File: src/rtl/mips_io_pkg.sv
// Shared definitions for the MIPS memory-mapped I/O port bridge:
// default register addresses, debounce FSM encoding and status packing.
package mips_io_pkg;

    localparam logic [31:0] DEF_PORT_OUT_ADDR = 32'h1001_0024;
    localparam logic [31:0] DEF_PORT_IN_ADDR  = 32'h1001_0028;
    localparam logic [31:0] DEF_STATUS_ADDR   = 32'h1001_002C;

    typedef enum logic [0:0] {
        ST_STABLE   = 1'b0,
        ST_SETTLING = 1'b1
    } deb_state_e;

    function automatic logic [31:0] status_word(input logic overrun, input logic valid);
        return {30'b0, overrun, valid};
    endfunction

endpackage

File: src/rtl/port_in_debouncer.sv
// Two-flop synchroniser plus debounce FSM for the external input byte.
// accept_o is the combinational acceptance strobe; in_event_o is its registered pulse.
module port_in_debouncer
    import mips_io_pkg::*;
#(
    parameter int DEBOUNCE_CYCLES = 4
) (
    input  logic       clk,
    input  logic       rst_n,
    input  logic [7:0] port_in,
    output logic [7:0] accepted_o,
    output logic       accept_o,
    output logic       in_event_o,
    output deb_state_e state_o
);

    // The capture cycle and the cycle of acceptance both observe the candidate,
    // so the counter only has to span DEBOUNCE_CYCLES-2 additional cycles.
    localparam logic [7:0] ACCEPT_AT = 8'(DEBOUNCE_CYCLES - 2);

    logic [7:0] sync1_q, sync1_d;
    logic [7:0] sync2_q, sync2_d;
    logic [7:0] cand_q, cand_d;
    logic [7:0] cnt_q, cnt_d;
    logic [7:0] acc_q, acc_d;
    logic       in_event_q, in_event_d;
    logic       accept;
    deb_state_e state_q, state_d;

    always_comb begin
        sync1_d = port_in;
        sync2_d = sync1_q;
        state_d = state_q;
        cand_d  = cand_q;
        cnt_d   = cnt_q;
        acc_d   = acc_q;
        accept  = 1'b0;
        case (state_q)
            ST_STABLE: begin
                if (sync2_q != acc_q) begin
                    cand_d  = sync2_q;
                    cnt_d   = 8'd0;
                    state_d = ST_SETTLING;
                end
            end
            ST_SETTLING: begin
                if (sync2_q == acc_q) begin
                    cnt_d   = 8'd0;
                    state_d = ST_STABLE;
                end else if (sync2_q != cand_q) begin
                    cand_d = sync2_q;
                    cnt_d  = 8'd0;
                end else if (cnt_q >= ACCEPT_AT) begin
                    accept  = 1'b1;
                    acc_d   = cand_q;
                    cnt_d   = 8'd0;
                    state_d = ST_STABLE;
                end else if (cnt_q != 8'hFF) begin
                    cnt_d = cnt_q + 8'd1;
                end
            end
            default: state_d = ST_STABLE;
        endcase
        in_event_d = accept;
    end

    always_ff @(posedge clk or negedge rst_n) begin
        if (!rst_n) begin
            sync1_q    <= 8'd0;
            sync2_q    <= 8'd0;
            cand_q     <= 8'd0;
            cnt_q      <= 8'd0;
            acc_q      <= 8'd0;
            in_event_q <= 1'b0;
            state_q    <= ST_STABLE;
        end else begin
            sync1_q    <= sync1_d;
            sync2_q    <= sync2_d;
            cand_q     <= cand_d;
            cnt_q      <= cnt_d;
            acc_q      <= acc_d;
            in_event_q <= in_event_d;
            state_q    <= state_d;
        end
    end

    assign accepted_o = acc_q;
    assign accept_o   = accept;
    assign in_event_o = in_event_q;
    assign state_o    = state_q;

endmodule

File: src/rtl/mmio_port_bridge.sv
// Memory-mapped I/O bridge: exact address decode, output port register,
// debounced input byte with valid/overrun status and same-cycle read data.
module mmio_port_bridge
    import mips_io_pkg::*;
#(
    parameter int          DEBOUNCE_CYCLES = 4,
    parameter logic [31:0] PORT_OUT_ADDR   = DEF_PORT_OUT_ADDR,
    parameter logic [31:0] PORT_IN_ADDR    = DEF_PORT_IN_ADDR,
    parameter logic [31:0] STATUS_ADDR     = DEF_STATUS_ADDR
) (
    input  logic        clk,
    input  logic        reset,
    input  logic [31:0] Address,
    input  logic [31:0] WriteData,
    input  logic        MemWrite,
    input  logic        MemRead,
    input  logic [7:0]  PortIn,
    output logic [31:0] ReadData,
    output logic        IOSelect,
    output logic [31:0] PortOut,
    output logic        InEvent
);

    logic        hit_out, hit_in, hit_stat;
    logic        rd_in, rd_stat;
    logic [7:0]  accepted;
    logic        accept;
    deb_state_e  deb_state;

    logic [31:0] port_out_q, port_out_d;
    logic        valid_q, valid_d;
    logic        overrun_q, overrun_d;

    port_in_debouncer #(
        .DEBOUNCE_CYCLES(DEBOUNCE_CYCLES)
    ) u_debouncer (
        .clk        (clk),
        .rst_n      (reset),
        .port_in    (PortIn),
        .accepted_o (accepted),
        .accept_o   (accept),
        .in_event_o (InEvent),
        .state_o    (deb_state)
    );

    assign hit_out  = (Address == PORT_OUT_ADDR);
    assign hit_in   = (Address == PORT_IN_ADDR);
    assign hit_stat = (Address == STATUS_ADDR);
    assign IOSelect = hit_out | hit_in | hit_stat;
    assign rd_in    = MemRead & hit_in;
    assign rd_stat  = MemRead & hit_stat;

    // An acceptance coinciding with a PortIn read hands the new byte straight
    // over: valid stays set and it is not counted as an overrun.
    always_comb begin
        port_out_d = port_out_q;
        if (MemWrite && hit_out) port_out_d = WriteData;

        valid_d = valid_q;
        if (accept)     valid_d = 1'b1;
        else if (rd_in) valid_d = 1'b0;

        overrun_d = overrun_q;
        if (accept && valid_q && !rd_in) overrun_d = 1'b1;
        else if (rd_stat)                overrun_d = 1'b0;
    end

    always_comb begin
        ReadData = 32'd0;
        if (MemRead) begin
            if (hit_out)       ReadData = port_out_q;
            else if (hit_in)   ReadData = {24'd0, accepted};
            else if (hit_stat) ReadData = status_word(overrun_q, valid_q);
        end
    end

    always_ff @(posedge clk or negedge reset) begin
        if (!reset) begin
            port_out_q <= 32'd0;
            valid_q    <= 1'b0;
            overrun_q  <= 1'b0;
        end else begin
            port_out_q <= port_out_d;
            valid_q    <= valid_d;
            overrun_q  <= overrun_d;
        end
    end

    assign PortOut = port_out_q;

    a_event_from_stable: assert property (@(posedge clk) disable iff (!reset)
        InEvent |-> (deb_state == ST_STABLE));

endmodule

File: config.mk
export PLATFORM = sky130hd
export DESIGN_NAME = mmio_port_bridge
export DESIGN_NICKNAME = d
export VERILOG_FILES = /design/src/rtl/mips_io_pkg.sv /design/src/rtl/port_in_debouncer.sv /design/src/rtl/mmio_port_bridge.sv
export SDC_FILE = /design/constraint.sdc
export NUM_CORES = 1
export LEC_CHECK = 0
export ABC_CLOCK_PERIOD_IN_PS = 3500
export CORE_ASPECT_RATIO = 1.1
export CORE_MARGIN = 2
export CORE_UTILIZATION = 35
export DETAILED_ROUTE_END_ITERATION = 8
export PLACE_DENSITY = 0.68
export RECOVER_POWER = 100
export SYNTH_ARGS = -nofsm -noshare
export SYNTH_HDL_FRONTEND = slang
export SYNTH_SLANG_ARGS = --single-unit
File: constraint.sdc
create_clock -name clk -period 3.5 [get_ports clk]
set_clock_uncertainty 0.2 [all_clocks]
set_input_delay 0.525 -clock clk [delete_from_list [all_inputs] [get_ports clk]]
set_output_delay 0.525 -clock clk [all_outputs]
set_load 0.02 [all_outputs]
==> results by group <==
Yosys
  • Distinct cells, synth: 33
  • Synth Cell Area: 3340 sq um
  • Mux contribution to synthesized area: between 10% and 20%
  • Average size of a mapped cell: approximately 13 sq um
  • Synth Area in XOR/XNOR: 4.20%
  • Sequential cell area fraction in the yosys report: 57.0%
  • Syn nets: 328
  • Compound-Gate Fraction of Synth Area: 4.16%
  • Largest family of logic cells by synthesized area: multiplexers
  • Yosys synthesis warning count: 0
  • Synth Area in Adders: 0.750%
  • Post-Synth Simple-Gate Area: 15.0%
  • Yosys reg bits: 76
  • Cell count after synthesis: 250

Die
  • Core footprint: slightly above 9000 sq um
  • Die width: approximately 97 um
  • Die area: 10300 sq um
  • Vert. Die Dim: 106 um
  • I/O pin cnt: 142
  • Cell Rows: 37
  • Initial Utilization: between 30% and 40%

Clocking
  • Htree depth: 3
  • CTS buffer count: 9
  • Maximum clock insertion buffer count: 2
  • Root Buffer: clkbuf_8
  • Clock sinks: between 70 and 80
  • CTS tree: built
  • Worst-Skew Late Latency: 0.33 ns
  • Clock-pin slew on the worst setup and hold paths: 0.07 ns
  • CTS Hold Bufs: 0

Layout
  • NumNets Final: 490
  • Ant diodes: 0
  • Post-Route Utilization: 57.1%
  • Layout area overhead: 59.0%
  • Share of cells above drive strength 1: between 30 and 40%

Power and ir drop
  • PD cells: 323 nW/um^2
  • Leakage: 2.65 nW
  • Peak VDD IR: about 0.21 mV
  • PnR Total Power: 1.71 mW

Timing
  • Tcrit/Tclk final: 97.9%
  • Final number of hold-violating endpoints: 0
  • Hold Worst Slack: ~0.15 ns
  • Rel. slew slack: -21.9%
  • Slew @ Worst Pin: roughly 1.8 ns
  • Min Clock Period, post-route: approximately 3.4 ns
  • Pins Over Slew Limit: between 70 and 80
  • Final setup violation count: 0
  • Fmax: 0.292 GHz

Global routing
  • Vias in the first global route: 2607
  • Overall routing resource usage: 17.0%
  • Pin count of the biggest net entering global routing: 77
  • Total global routing overflow: 0
  • Antenna violations before repair: 0
  • First-pass GRT wire length: 13900 um

Hold path
  • Worst Hold Class: reg -> reg

Route
  • Routed via count: 2606
  • Starting DRC count in detailed routing: 135
  • Total routed wirelength: 8910 um
  • # DRC: 0
  • Average wire per standard cell: 16.7 um
  • Routed Antenna Nets: 0
  • Post-DR vias/cell: 4.89
  • DR pass1 iterations: 4

Run
  • Max-cap violations: 1

Worst setup path
  • Critical path required time: 2.77 ns
  • Critical path class: in -> out
  • CP arrival: 2.70 ns
  • CP Launch Type: input port
  • Largest fanout on the critical path: 2
  • Worst path slowest cell: clkdlybuf4s50_1
  • CP endpoint kind: output port
  • CP max stage delay: 0.66 ns
  • Worst path cell trace: dlygate4sd2_1, or4_4, or3b_2, nor4_1, clkdlybuf4s50_1

Outcome
  • Status: finished with violations
  • Violated checks: max-capacitance violations, max-slew violations

Placement
  • Routability cong.: 0.911
  • Port buffer count: 141
  • DP HPWL: between 6000 and 7000 um
## power by group
group          internal [mW]  switching, mW
registers              0.892         0.0107
logic                 0.0893         0.0503
clock network          0.366          0.305
## state kept, by name, summed over array words and instances (netlist names)
name,cells
u_debouncer.sync1_q,8
valid_q,1
u_debouncer.sync2_q,8
u_debouncer.accepted_o,8
overrun_q,1
u_debouncer.cnt_q,8
PortOut,32
u_debouncer.state_o,1
u_debouncer.in_event_o,1
u_debouncer.cand_q,8
## per-stage QoR
| step | std cells | setup TNS [ns] | area, sq um | worst slack [ns] |
|---|---|---|---|---|
| floorplan | 250 | 0 | 3340 | 0.577 |
| global placement | 510 | -15.41 | 4940 | -0.513 |
| detailed placement | 510 | -14.99 | 4940 | -0.501 |
| CTS | 533 | 0 | 5260 | 0.00131 |
| global route | 533 | -0.118 | 5310 | -0.0262 |
| finish | 533 | 0 | 5310 | 0.0752 |
## layout by cell type, fill, tap and decap left out, drive strengths merged, types with 4 or more instances in the layout
master,instances
dfrtp,76
mux2,50
buf,45
clkdlybuf4s50,44
dlygate4sd3,42
and2,29
clkbuf,16
nor4,13
dlymetal6s2s,12
dlygate4sd2,12
xnor2,8
xor2,8
nor2,6
a22o,6
nand4,5
nand2,4
## layer usage
metal / wire length [um] / GRT usage [%] / share of wire (%)
met5: 0 / 0 / 0
met1: 3690 / 21.3 / 41
met3: 534 / 4.14 / 6.0
met2: 4540 / 28.2 / 51
met4: 147 / 6.94 / 1.6
## final timing paths
kind                                             startpoint                                     to  slack, ns  depth (start not counted)
max in group asynchronous                             reset  u_debouncer.accepted_o[0]$_DFFE_PN0P_       1.53                          1
hold / removal             u_debouncer.sync1_q[0]$_DFF_PN0_       u_debouncer.sync2_q[0]$_DFF_PN0_       0.15                          0
min in group asynchronous                             reset                PortOut[11]$_DFFE_PN0P_       0.47                          1
setup / recovery                                 Address[8]                               IOSelect       0.08                          5
setup reg to reg           u_debouncer.sync2_q[7]$_DFF_PN0_  u_debouncer.accepted_o[1]$_DFFE_PN0P_       0.93                          5
hold reg to reg            u_debouncer.sync1_q[0]$_DFF_PN0_       u_debouncer.sync2_q[0]$_DFF_PN0_       0.15                          0
## synthesized netlist by cell type
cell      count  area (sq um)
a21boi_0      1          7.51
a21oi_1       2          10.0
a22o_2        6          60.1
a22oi_1       2          15.0
a311oi_1      1          8.76
a32o_1        2          20.0
and2_1       25           156
and2_2        4          30.0
and3_1        3          18.8
buf_2         3          15.0
buf_6         3          33.8
clkbuf_1      2          7.51
dfrtp_1      76          1900
ha_1          2          25.0
inv_1         3          11.3
mux2_2       50           563
nand2_1       4          15.0
nand3_1       3          15.0
nand3b_1      2          15.0
nand4_1       5          31.3
nor2_1        6          22.5
nor2b_1       3          18.8
nor3_1        3          15.0
nor3b_4       1          18.8
nor4_1       13          81.3
nor4b_1       2          17.5
nor4b_2       1          15.0
o21ai_0       2          10.0
o31ai_1       1          7.51
or3b_2        1          8.76
or4_4         2          22.5
xnor2_1       8          70.1
xor2_1        8          70.1
## cell type report
class	instances	area, sq um
clock buffer	12	155
clock inverter	3	46.3
fill	775	4000
inverter	3	11.3
multi-input combinational	163	1470
sequential	76	1900
tap	117	146
timing repair buffer	159	1580
## critical path, delay by kind of cell
family	cells	cell delay [ns]
buf+inv	2	0.91
simple gates	3	1.27
## cells by family (layout without fill, tap and decap cells)
| logic type | Yosys count | in the layout |
|---|---|---|
| AO/OA/AOI/OAI | 17 | 17 |
| XOR/XNOR | 16 | 16 |
| adder cells (fa/ha/maj) | 2 | 2 |
| buffers and inverters | 11 | 177 |
| flip-flops | 76 | 76 |
| multiplexers | 50 | 50 |
| AND/OR/NAND/NOR | 78 | 78 |
## repair_timing
action | 4_1_cts | 5_1_grt
setup endpoints to repair | 33 | 32
cloned | 2 | 1
buffers inserted | 6 | 1
pin swaps | 9 | 8
resized for setup | 175 | 31
Note: power is estimated with default switching activity, not from simulation.
